File: config.mk
export PLATFORM = sky130hd
export DESIGN_NAME = sum_exchange_fifo
export DESIGN_NICKNAME = d
export VERILOG_FILES = /design/src/rtl/sum_exchange_fifo.sv
export SDC_FILE = /design/constraint.sdc
export NUM_CORES = 1
export LEC_CHECK = 0
export CAP_MARGIN = 15
export CORE_MARGIN = 1
export CORE_UTILIZATION = 47
export CTS_CLUSTER_DIAMETER = 50
export DETAILED_ROUTE_END_ITERATION = 10
export HOLD_SLACK_MARGIN = 0.06
export PLACE_DENSITY = 0.74
export RECOVER_POWER = 25
export SKIP_CTS_REPAIR_TIMING = 1
export SLEW_MARGIN = 10
export SYNTH_ARGS = -nofsm -noshare
export SYNTH_HDL_FRONTEND = slang
export SYNTH_SLANG_ARGS = --single-unit
File: constraint.sdc
create_clock -name clk -period 8.1 [get_ports clk]
set_input_delay 1.62 -clock clk [delete_from_list [all_inputs] [get_ports clk]]
set_output_delay 1.62 -clock clk [all_outputs]
set_load 0.02 [all_outputs]
File: src/rtl/sum_exchange_fifo.sv
// Receive-side buffer for the cross-core partial-sum exchange: collects the peer's
// row sums, flags the local controller once the full vector is held, then drains on NORM.
module sum_exchange_fifo #(
  parameter int bw       = 8,
  parameter int bw_psum  = 2*bw+4,
  parameter int dw       = bw_psum+4,
  parameter int depth    = 16,
  parameter int wr_lat   = 1
) (
  input  logic                    clk,
  input  logic                    reset,
  input  logic [dw-1:0]           peer_sum,
  input  logic                    peer_rd,
  input  logic                    div_o,
  output logic [dw-1:0]           sum_in,
  output logic                    fifo_in_ready,
  output logic [$clog2(depth):0]  count,
  output logic                    overflow,
  output logic                    underflow
);

  localparam int AW = $clog2(depth);
  localparam int CW = AW + 1;
  localparam logic [CW-1:0] FULL = CW'(depth);

  typedef enum logic [1:0] {COLLECT, READY, DRAIN} state_t;

  state_t          state_q;
  logic [dw-1:0]   mem_q [depth];
  logic [AW-1:0]   wptr_q, rptr_q;
  logic [CW-1:0]   count_q, count_d;
  logic [dw-1:0]   sum_q;
  logic            ready_q, ovf_q, unf_q;
  logic            wr_en, do_wr, do_rd;

  // The peer's sum word trails its read strobe, so the strobe is aligned to the data here.
  generate
    if (wr_lat == 0) begin : g_nolat
      assign wr_en = peer_rd;
    end else begin : g_lat
      logic [wr_lat-1:0] rd_dly_q;
      if (wr_lat == 1) begin : g_one
        always_ff @(posedge clk) begin
          if (reset) rd_dly_q <= '0;
          else       rd_dly_q <= peer_rd;
        end
      end else begin : g_multi
        always_ff @(posedge clk) begin
          if (reset) rd_dly_q <= '0;
          else       rd_dly_q <= {rd_dly_q[wr_lat-2:0], peer_rd};
        end
      end
      assign wr_en = rd_dly_q[wr_lat-1];
    end
  endgenerate

  always_comb begin
    do_wr   = wr_en && (count_q != FULL);
    do_rd   = div_o && (count_q != '0);
    count_d = count_q;
    if (do_wr && !do_rd)      count_d = count_q + CW'(1);
    else if (!do_wr && do_rd) count_d = count_q - CW'(1);
  end

  always_ff @(posedge clk) begin
    if (!reset && do_wr) mem_q[wptr_q] <= peer_sum;
  end

  // A write to the slot being read lands after the read, so the old word is returned.
  always_ff @(posedge clk) begin
    if (reset) begin
      state_q <= COLLECT;
      wptr_q  <= '0;
      rptr_q  <= '0;
      count_q <= '0;
      sum_q   <= '0;
      ready_q <= 1'b0;
      ovf_q   <= 1'b0;
      unf_q   <= 1'b0;
    end else begin
      count_q <= count_d;
      if (do_wr) wptr_q <= wptr_q + 1'b1;
      if (do_rd) begin
        sum_q  <= mem_q[rptr_q];
        rptr_q <= rptr_q + 1'b1;
      end
      if (wr_en && count_q == FULL) ovf_q <= 1'b1;
      if (div_o && count_q == '0)   unf_q <= 1'b1;
      case (state_q)
        COLLECT: begin
          if (count_d == FULL) begin
            state_q <= READY;
            ready_q <= 1'b1;
          end
        end
        READY: begin
          if (div_o) begin
            ready_q <= 1'b0;
            state_q <= (count_d == '0) ? COLLECT : DRAIN;
          end
        end
        DRAIN: begin
          if (count_d == '0) state_q <= COLLECT;
        end
        default: begin
          state_q <= COLLECT;
          ready_q <= 1'b0;
        end
      endcase
    end
  end

  assign sum_in        = sum_q;
  assign fifo_in_ready = ready_q;
  assign count         = count_q;
  assign overflow      = ovf_q;
  assign underflow     = unf_q;

endmodule
Word-level counts from Yosys, hierarchy flattened
Memories as Yosys holds them, arrays and structs flattened. A register that Yosys moved wholly into a read port is not among the register bits.
Index checks and enable logic that the tools add are counted.
{ "classes": {"muxes": 12, "add_sub_neg": 4, "eq_ne": 8, "n_reduce_logical": 16, "bitwise_logic": 1} }
{ "op_table": {"columns": ["cell", "count"], "rows": [
  ["5-bit == test (second input constant)", 2],
  ["5-bit zero test", 2],
  ["5-bit 2-to-1 mux", 2],
  ["4-bit by 1-bit adder with 4-bit output (second input constant)", 2],
  ["2-bit 2-to-1 mux", 4],
  ["1-bit logical AND", 7],
  ["2-bit inequality test (second input constant)", 3],
  ["2-bit case mux with 3 select lines", 1],
  ["3-bit AND reduction", 2],
  ["5-bit by 1-bit adder with 5-bit output (second input constant)", 1],
  ["5-bit inequality test (second input constant)", 1],
  ["5-bit nonzero test", 1],
  ["5-bit by 1-bit subtractor with 5-bit output (second input constant)", 1],
  ["1-bit 2-to-1 mux", 4],
  ["1-bit zero test", 3],
  ["1-bit case mux with 3 select lines", 1],
  ["2-bit by 1-bit == test with 1-bit output (second input constant)", 1],
  ["2-bit == test (second input constant)", 1],
  ["2-bit zero test", 1],
  ["1-bit NOT", 1]
]} }
{ "totals": {"wordCells": 50, "n_memories": 1, "output_inout_bits": 32, "ram_bits": 384, "input_bits": 28, "ff_bits": 19} }
{ "memory_table": {"columns": ["name", "depth", "word_bits", "rd", "rd_clocked_by_memory_dff", "wr", "line", "rtl"], "rows": [
  ["mem_q", 16, 24, 1, 1, 1, "29", "logic [dw-1:0] mem_q [depth];"]
]} }

Depth between registers and ports, before layout
Gate-level depths: netlist (run 1).
{ "logic_depth": {"ltp_word": 10, "ltp_mapped": 9, "ltp_nobuf": 7} }

Least setup slack after synthesis (run 1)
No wires, ideal clock.
{ "synth_path": {"path_type": "input to register", "startpoint": "in reset", "endpoint": "mem mem_q[11][0] (netlist name) (enable)", "setup_time_ns": 0.405, "n_path_buf": 1, "stages": 3, "required_ns": 7.695, "t_arrival_ns": 3.307, "path_slack_ns": 4.388, "cell_sequence": "clkbuf_1 or3b_2 nor2_1"} }
{ "synth_between": {"elab_chain_cells": 4} }
{ "synth_lines": {"columns": ["element", "line", "rtl"], "rows": [
  ["start, declared", "11", "input logic reset,"],
  ["1-bit zero test", "66", "if (!reset && do_wr) mem_q[wptr_q] <= peer_sum;"],
  ["1-bit logical AND", "66", null],
  ["1-bit 2-to-1 mux", "66", null],
  ["1-bit 2-to-1 mux (not written as such)", "66", null],
  ["end, declared", "29", null]
]} }
No other way between the ends.

Worst setup path after layout (run 1)
{ "layout_path": {"startpoint": "in reset", "endpoint": "mem mem_q[10][8] (netlist name) (enable)"} }
The elaborated chain is that of the path after synthesis.

==> key figures, run 1 <==
Clock tree
  – Root buf cell: clkbuf_16
  – Number of CTS-inserted buffers: 44
  – Clk_lat worst skew: approximately 0.54 ns
  – CTS tree: yes
  – CTS clk-pin slew, worst paths: 0.06 ns
  – Clk sinks: ~430
  – CTS max path bufs: 3
  – H-tree depth: 2

Worst setup path
  – CP endpoint kind: register
  – CP arrival: 4.13 ns
  – Max incr delay on CP: 0.78 ns
  – Critical path fanouts, max: 26
  – CP startpoint: reset
  – Worst Setup Start Kind: primary input
  – RR Endpoint: mem_q[7][9]
  – R2R Path Start: count[0]
  – Crit path to: mem_q[10][8]
  – Slowest stage cell on the critical path: or3b_2
  – Worst-path cell chain: dlygate4sd3_1 -> clkbuf_1 -> or3b_2 -> nor2_4
  – WP data required: 8.25 ns
  – Flop2flop setup slack: between 4 and 5 ns
  – Critical path class: primary input to register
  – R2R cell count: 6

Logic synthesis
  – Mapped Nets: 778
  – Library cells used by synthesis: 48
  – Register bit total from synthesis: 427
  – Synth area leader: edfxtp_1
  – Main combinational cell family by area after synthesis: multiplexers
  – Post-Synth Adder-Cell Area: 0.537%
  – Syn avg cell area: 22.0 um^2
  – Synthesized cell area: roughly 16000 um^2
  – Synth warn: 0
  – Simple-gate share of the synthesized area: 2.40%
  – Asr flop ratio synth: 0%
  – Sequential share of the synthesized area: 76.0%
  – Post-Synthesis Cells: 743
  – Synth Flop Type: edfxtp_1
  – Compound-Gate Fraction of Synth Area: 2.39%
  – Leading post-synthesis cells by cell area: edfxtp_1, mux4_2, dfxtp_1
  – Mux contribution to synthesized area: 16.7%
  – EDFF count, synth: 384
  – Yosys top cell area share: 70.7%
  – XOR/XNOR Fraction of Synth Area: 0.430%

Min path
  – Min-Delay Path Class: register to register
  – Hold path start: overflow

STA
  – Hold Violations, Final: 0
  – Max Freq: 251 MHz
  – Setup violators final: 0
  – Max-slew violation count: 0
  – Final worst-path cycle share: 49.1%
  – Final Skew: a little over 0.02 ns
  – Final setup TNS: 0 ns
  – Final hold slack: between 0.4 and 0.5 ns
  – Final worst slack: 4.12 ns
  – Min cycle time layout: about 4.0 ns
  – Worst-margin pin slew: ~1.3 ns
  – Rel. slew slack: 15.2%
  – RSZ-0062 raised after global routing: no

Finish
  – Layout cells sized above 1: approximately a quarter
  – Area Overhead vs Synth: 15.0%
  – Fin area: ~19000 um^2
  – # diodes: 0
  – Most frequent cells in the layout: edfxtp_1, mux4_2, clkbuf_16
  – Final Core Density: 55.4%
  – # nets final: 847
  – Commonest non-fill, non-tap cell in the layout: edfxtp_1

Place
  – Detailed Place HPWL: 19.9 mm
  – Port Buf Inserts: 59
  – Cell Area, Placed: 17400 um^2
  – Dpl ws: between 4 and 5 ns
  – Gp weighted congestion: 0.793

Detailed routing
  – Routed Antenna Nets: 0
  – DR pass1 iterations: 5
  – Drt drc: 0
  – Vias per std cell: about 6
  – Average wire per standard cell: 25.3 um
  – DRT iter0 DRCs: between 700 and 800
  – Drt total wl: roughly 33 mm
  – Via count: 7594

Floorplan
  – Core area: approximately 34000 um^2
  – Initial Util: 48.2%
  – Row cnt: 67
  – Die H: 188 um
  – Die area: between 30000 and 40000 um^2
  – Die Wd: 188 um
  – I/O Pins: 60

Flow run
  – Maximum capacitance violations: 0

Power and ir drop
  – Pleak: 0.00567 uW
  – Pwr/cell area: 289 nW/um^2
  – Peak VDD IR: 0.200 mV

Global route
  – Tot GR Track Use: 19.1%
  – Remaining Overflow, GRT: 0
  – Number of global-route vias before repair: between 7000 and 8000
  – Initial antenna violation count: 0
  – First-pass GRT wire length: 49.7 mm
  – Pin count of the biggest net entering global routing: 56

Outcome
  – Status: finished clean
==> worst min path at each step <==
stage / endpoint / slack, ns / cells past startpoint
3_3_place_gp: overflow / 0.45 / 2
2_1_floorplan: state_q[0] / 0.48 / 2
3_5_place_dp: sum_in[22] / 0.47 / 1
6_report: overflow / 0.48 / 2
5_1_grt: sum_in[11] / 0.49 / 1
4_1_cts: sum_in[11] / 0.48 / 1
==> stage by stage <==
| step | power, uW | std cells |
|---|---|---|
| finish | 5410 | 1293 |
| global route | 5620 | 1293 |
| CTS | 5460 | 1293 |
| detailed placement | 3570 | 1214 |
| global placement | 3560 | 1214 |
| floorplan | 3270 | 743 |
==> registers in the layout (all words and copies together), names as in the netlist <==
| register | count |
|---|---|
| state_q | 2 |
| overflow | 1 |
| fifo_in_ready | 1 |
| mem_q | 384 |
| rptr_q | 4 |
| count | 5 |
| g_lat.rd_dly_q | 1 |
| wptr_q | 4 |
| underflow | 1 |
| sum_in | 24 |
==> critical path: cells and delay by family <==
| kind | cells | cell delay [ns] |
|---|---|---|
| buf+inv | 2 | 1.04 |
| simple gates | 2 | 1.46 |
==> Yosys cell counts (2+ instances only) <==
library cell / count
edfxtp_1: 384
nor4b_1: 2
nand4_1: 2
ha_1: 7
a31oi_1: 2
xor2_1: 4
nor2_1: 37
xnor2_1: 4
inv_1: 8
clkbuf_1: 20
dfxtp_1: 43
nor2b_1: 2
o21a_1: 2
mux4_2: 119
buf_1: 4
o21ai_0: 6
buf_12: 3
a22o_1: 24
a21oi_1: 5
nor3_1: 6
or3b_2: 2
nand2_1: 14
buf_2: 14
nand3b_1: 3
a211oi_1: 3
==> final cells by class <==
class / instances / area [um^2]
Clock inverter: 21 / 176
Sequential cell: 427 / 12400
Clock buffer: 58 / 1170
Timing Repair Buffer: 65 / 632
Tap cell: 448 / 561
Multi-Input combinational cell: 266 / 3780
Fill cell: 2517 / 15100
Inverter: 8 / 30.0
==> power breakdown <==
group,total (uW),internal [uW],switching (uW)
Sequential,2590,2450,136
Combinational,931,499,432
Clock,1890,1090,801
==> cell families (layout without fill, tap and decap cells) <==
logic type	after synthesis	in the layout
flip-flops	427	427
multiplexers	121	121
AND/OR/NAND/NOR	79	79
AO/OA/AOI/OAI	51	51
buffers and inverters	50	152
XOR/XNOR	8	8
adder cells (fa/ha/maj)	7	7
==> layer usage <==
metal | vias to the layer above | track usage [%] | share of wire (%)
met1 | 3990 | 29.4 | 45
met2 | 310 | 27.7 | 45
met5 | - | 0 | 0
met3 | 40 | 4.79 | 8.9
met4 | 0 | 4.03 | 1.2
li1 | 3254 | - | -
Power figures use the tool's default switching activity.
==> run 2, diff against run 1 <==
Settings changed: PLACE_DENSITY 0.74 to 0.76.
Clock period 8.1 ns to 3.3 ns, I/O delays scaled along.
==> key figures, run 2 (synthesis gave the netlist of run 1 again) <==
Floorplan
  – Row cnt: 67
  – I/O Pins: 60
  – Initial Util: 48.2%
  – Die H: 188 um
  – Die Wd: 188 um
  – Core area: roughly 34000 um^2
  – Die area: 35500 um^2

Power and ir drop
  – Sw power: 3290 uW
  – Pleak: 0.00594 uW
  – Peak VDD IR: about 0.49 mV
  – Int Power: 10200 uW
  – Pwr/cell area: 703 nW/um^2
  – Sw Share: 24.4%
  – Power share of the clock group: 36.3%
  – Flop pwr share: 46.2%
  – Combinational share of power: 17.5%

Worst setup path
  – Critical path fanouts, max: 13
  – Flop2flop setup slack: 0.50 ns
  – Critical path class: register to register
  – CP endpoint kind: register
  – R2R Path Start: count[0]
  – RR Endpoint: mem_q[8][17]
  – R2R cell count: 7
  – Worst Setup Start Kind: register
  – WP data required: 3.55 ns
  – CP arrival: 3.05 ns

Global route
  – Tot GR Track Use: 19.4%
  – Initial antenna violation count: 1
  – Number of global-route vias before repair: 7892
  – Pin count of the biggest net entering global routing: 39
  – First-pass GRT wire length: 50.4 mm
  – Remaining Overflow, GRT: 0

STA
  – RSZ-0062 raised after global routing: no
  – Min cycle time layout: between 2 and 3 ns
  – Max-slew violation count: 0
  – Final setup TNS: 0 ns
  – Final Skew: 0.0276 ns
  – Max Freq: about 360 MHz
  – Final worst-path cycle share: 84.7%
  – Final hold slack: 0.466 ns
  – Setup violators final: 0
  – Hold Violations, Final: 0
  – Rel. slew slack: 26.8%
  – Worst-margin pin slew: 1.10 ns

Finish
  – Most frequent cells in the layout: edfxtp_1, mux4_2, clkdlybuf4s50_1
  – Non-filler instance count after layout: 1330
  – # diodes: 0
  – Max FFs per register: 384
  – Commonest non-fill, non-tap cell in the layout: edfxtp_1
  – Largest reg by FF count: mem_q
  – # nets final: 884
  – Area Overhead vs Synth: 17.5%
  – Layout cells sized above 1: approximately 29%

Detailed routing
  – Drt total wl: between 30 and 40 mm
  – Vias per std cell: between 5 and 6
  – Via count: 7765
  – Drt drc: 0
  – Routed Antenna Nets: 0
  – DR pass1 iterations: 4
  – Average wire per standard cell: 25.1 um
  – DRT iter0 DRCs: 690

Place
  – Detailed Place HPWL: 19.2 mm
  – Gp weighted congestion: 0.829
  – Inst Count DP: 1251
  – Port Buf Inserts: 59

Clock tree
  – Clk_lat worst skew: 0.55 ns
  – Clk sinks: around 430
  – H-tree depth: 2
  – CTS max path bufs: 3
  – CTS tree: yes
  – Root buf cell: clkbuf_16
  – Number of CTS-inserted buffers: 44
  – CTS clk-pin slew, worst paths: 0.06 ns

Min path
  – WHS Endpoint: underflow
  – Hold path start: underflow
  – Hold depth: 2
  – Min-Delay Path Class: register to register

Outcome
  – Status: finished clean

Flow run
  – Maximum capacitance violations: 0
run 2: how the worst max path moves through the flow:
stage | slack [ns] | to | depth (start not counted) | start
finish | 0.50 | mem_q[8][17] | 7 | count[0]
global placement | 0.62 | state_q[1] | 6 | div_o
CTS | 0.50 | mem_q[8][17] | 7 | count[0]
detailed placement | 0.51 | mem_q[8][9] | 7 | count[0]
floorplan | 0.13 | mem_q[15][0] | 8 | count[1]
global route | 0.23 | mem_q[8][17] | 7 | count[0]
run 2: stage by stage:
stage               utilization, %  setup WS [ns]  power, uW  instance area, um^2
global route                  56.6          0.232      13900                19200
detailed placement            52.4          0.515       8730                17700
finish                        56.6          0.505      13500                19200
floorplan                        -          0.130       8030                16300
global placement              52.4          0.620       8700                17700
CTS                           56.6          0.498      13600                19200
run 2: final cells by class:
| class | count | area [um^2] |
|---|---|---|
| Fill cell | 2474 | 14700 |
| Sequential cell | 427 | 12400 |
| Multi-Input combinational cell | 266 | 3780 |
| Clock buffer | 53 | 1130 |
| Timing Repair Buffer | 102 | 972 |
| Tap cell | 448 | 561 |
| Clock inverter | 26 | 290 |
| Inverter | 8 | 30.0 |
run 2: routing by layer:
layer  global-route usage (%)  vias up  part of all wire (%)
li1                         -     3330                     -
met5                        0        -                     0
met2                     31.2      306                    49
met3                     4.30       50                   7.6
met4                     5.18        0                   2.3
met1                     27.0     4079                    41
run 2: power by group through the flow:
stage                     clock network, uW  registers, uW  logic (uW)
after global placement                    0           6340        2360
after global routing                   5160           6250        2530
after floorplan                           0           6320        1710
after detailed placement                  0           6340        2390
final                                  4890           6230        2360
after CTS                              4970           6230        2400
run 2: worst max-delay path: stages (launching register included):
cell	delay, ns
dfxtp_1	0.49
inv_1	0.14
ha_1	0.28
and4bb_2	0.28
nor2_1	0.31
nand2_1	0.33
nor2_4	0.48
buf_12	0.21
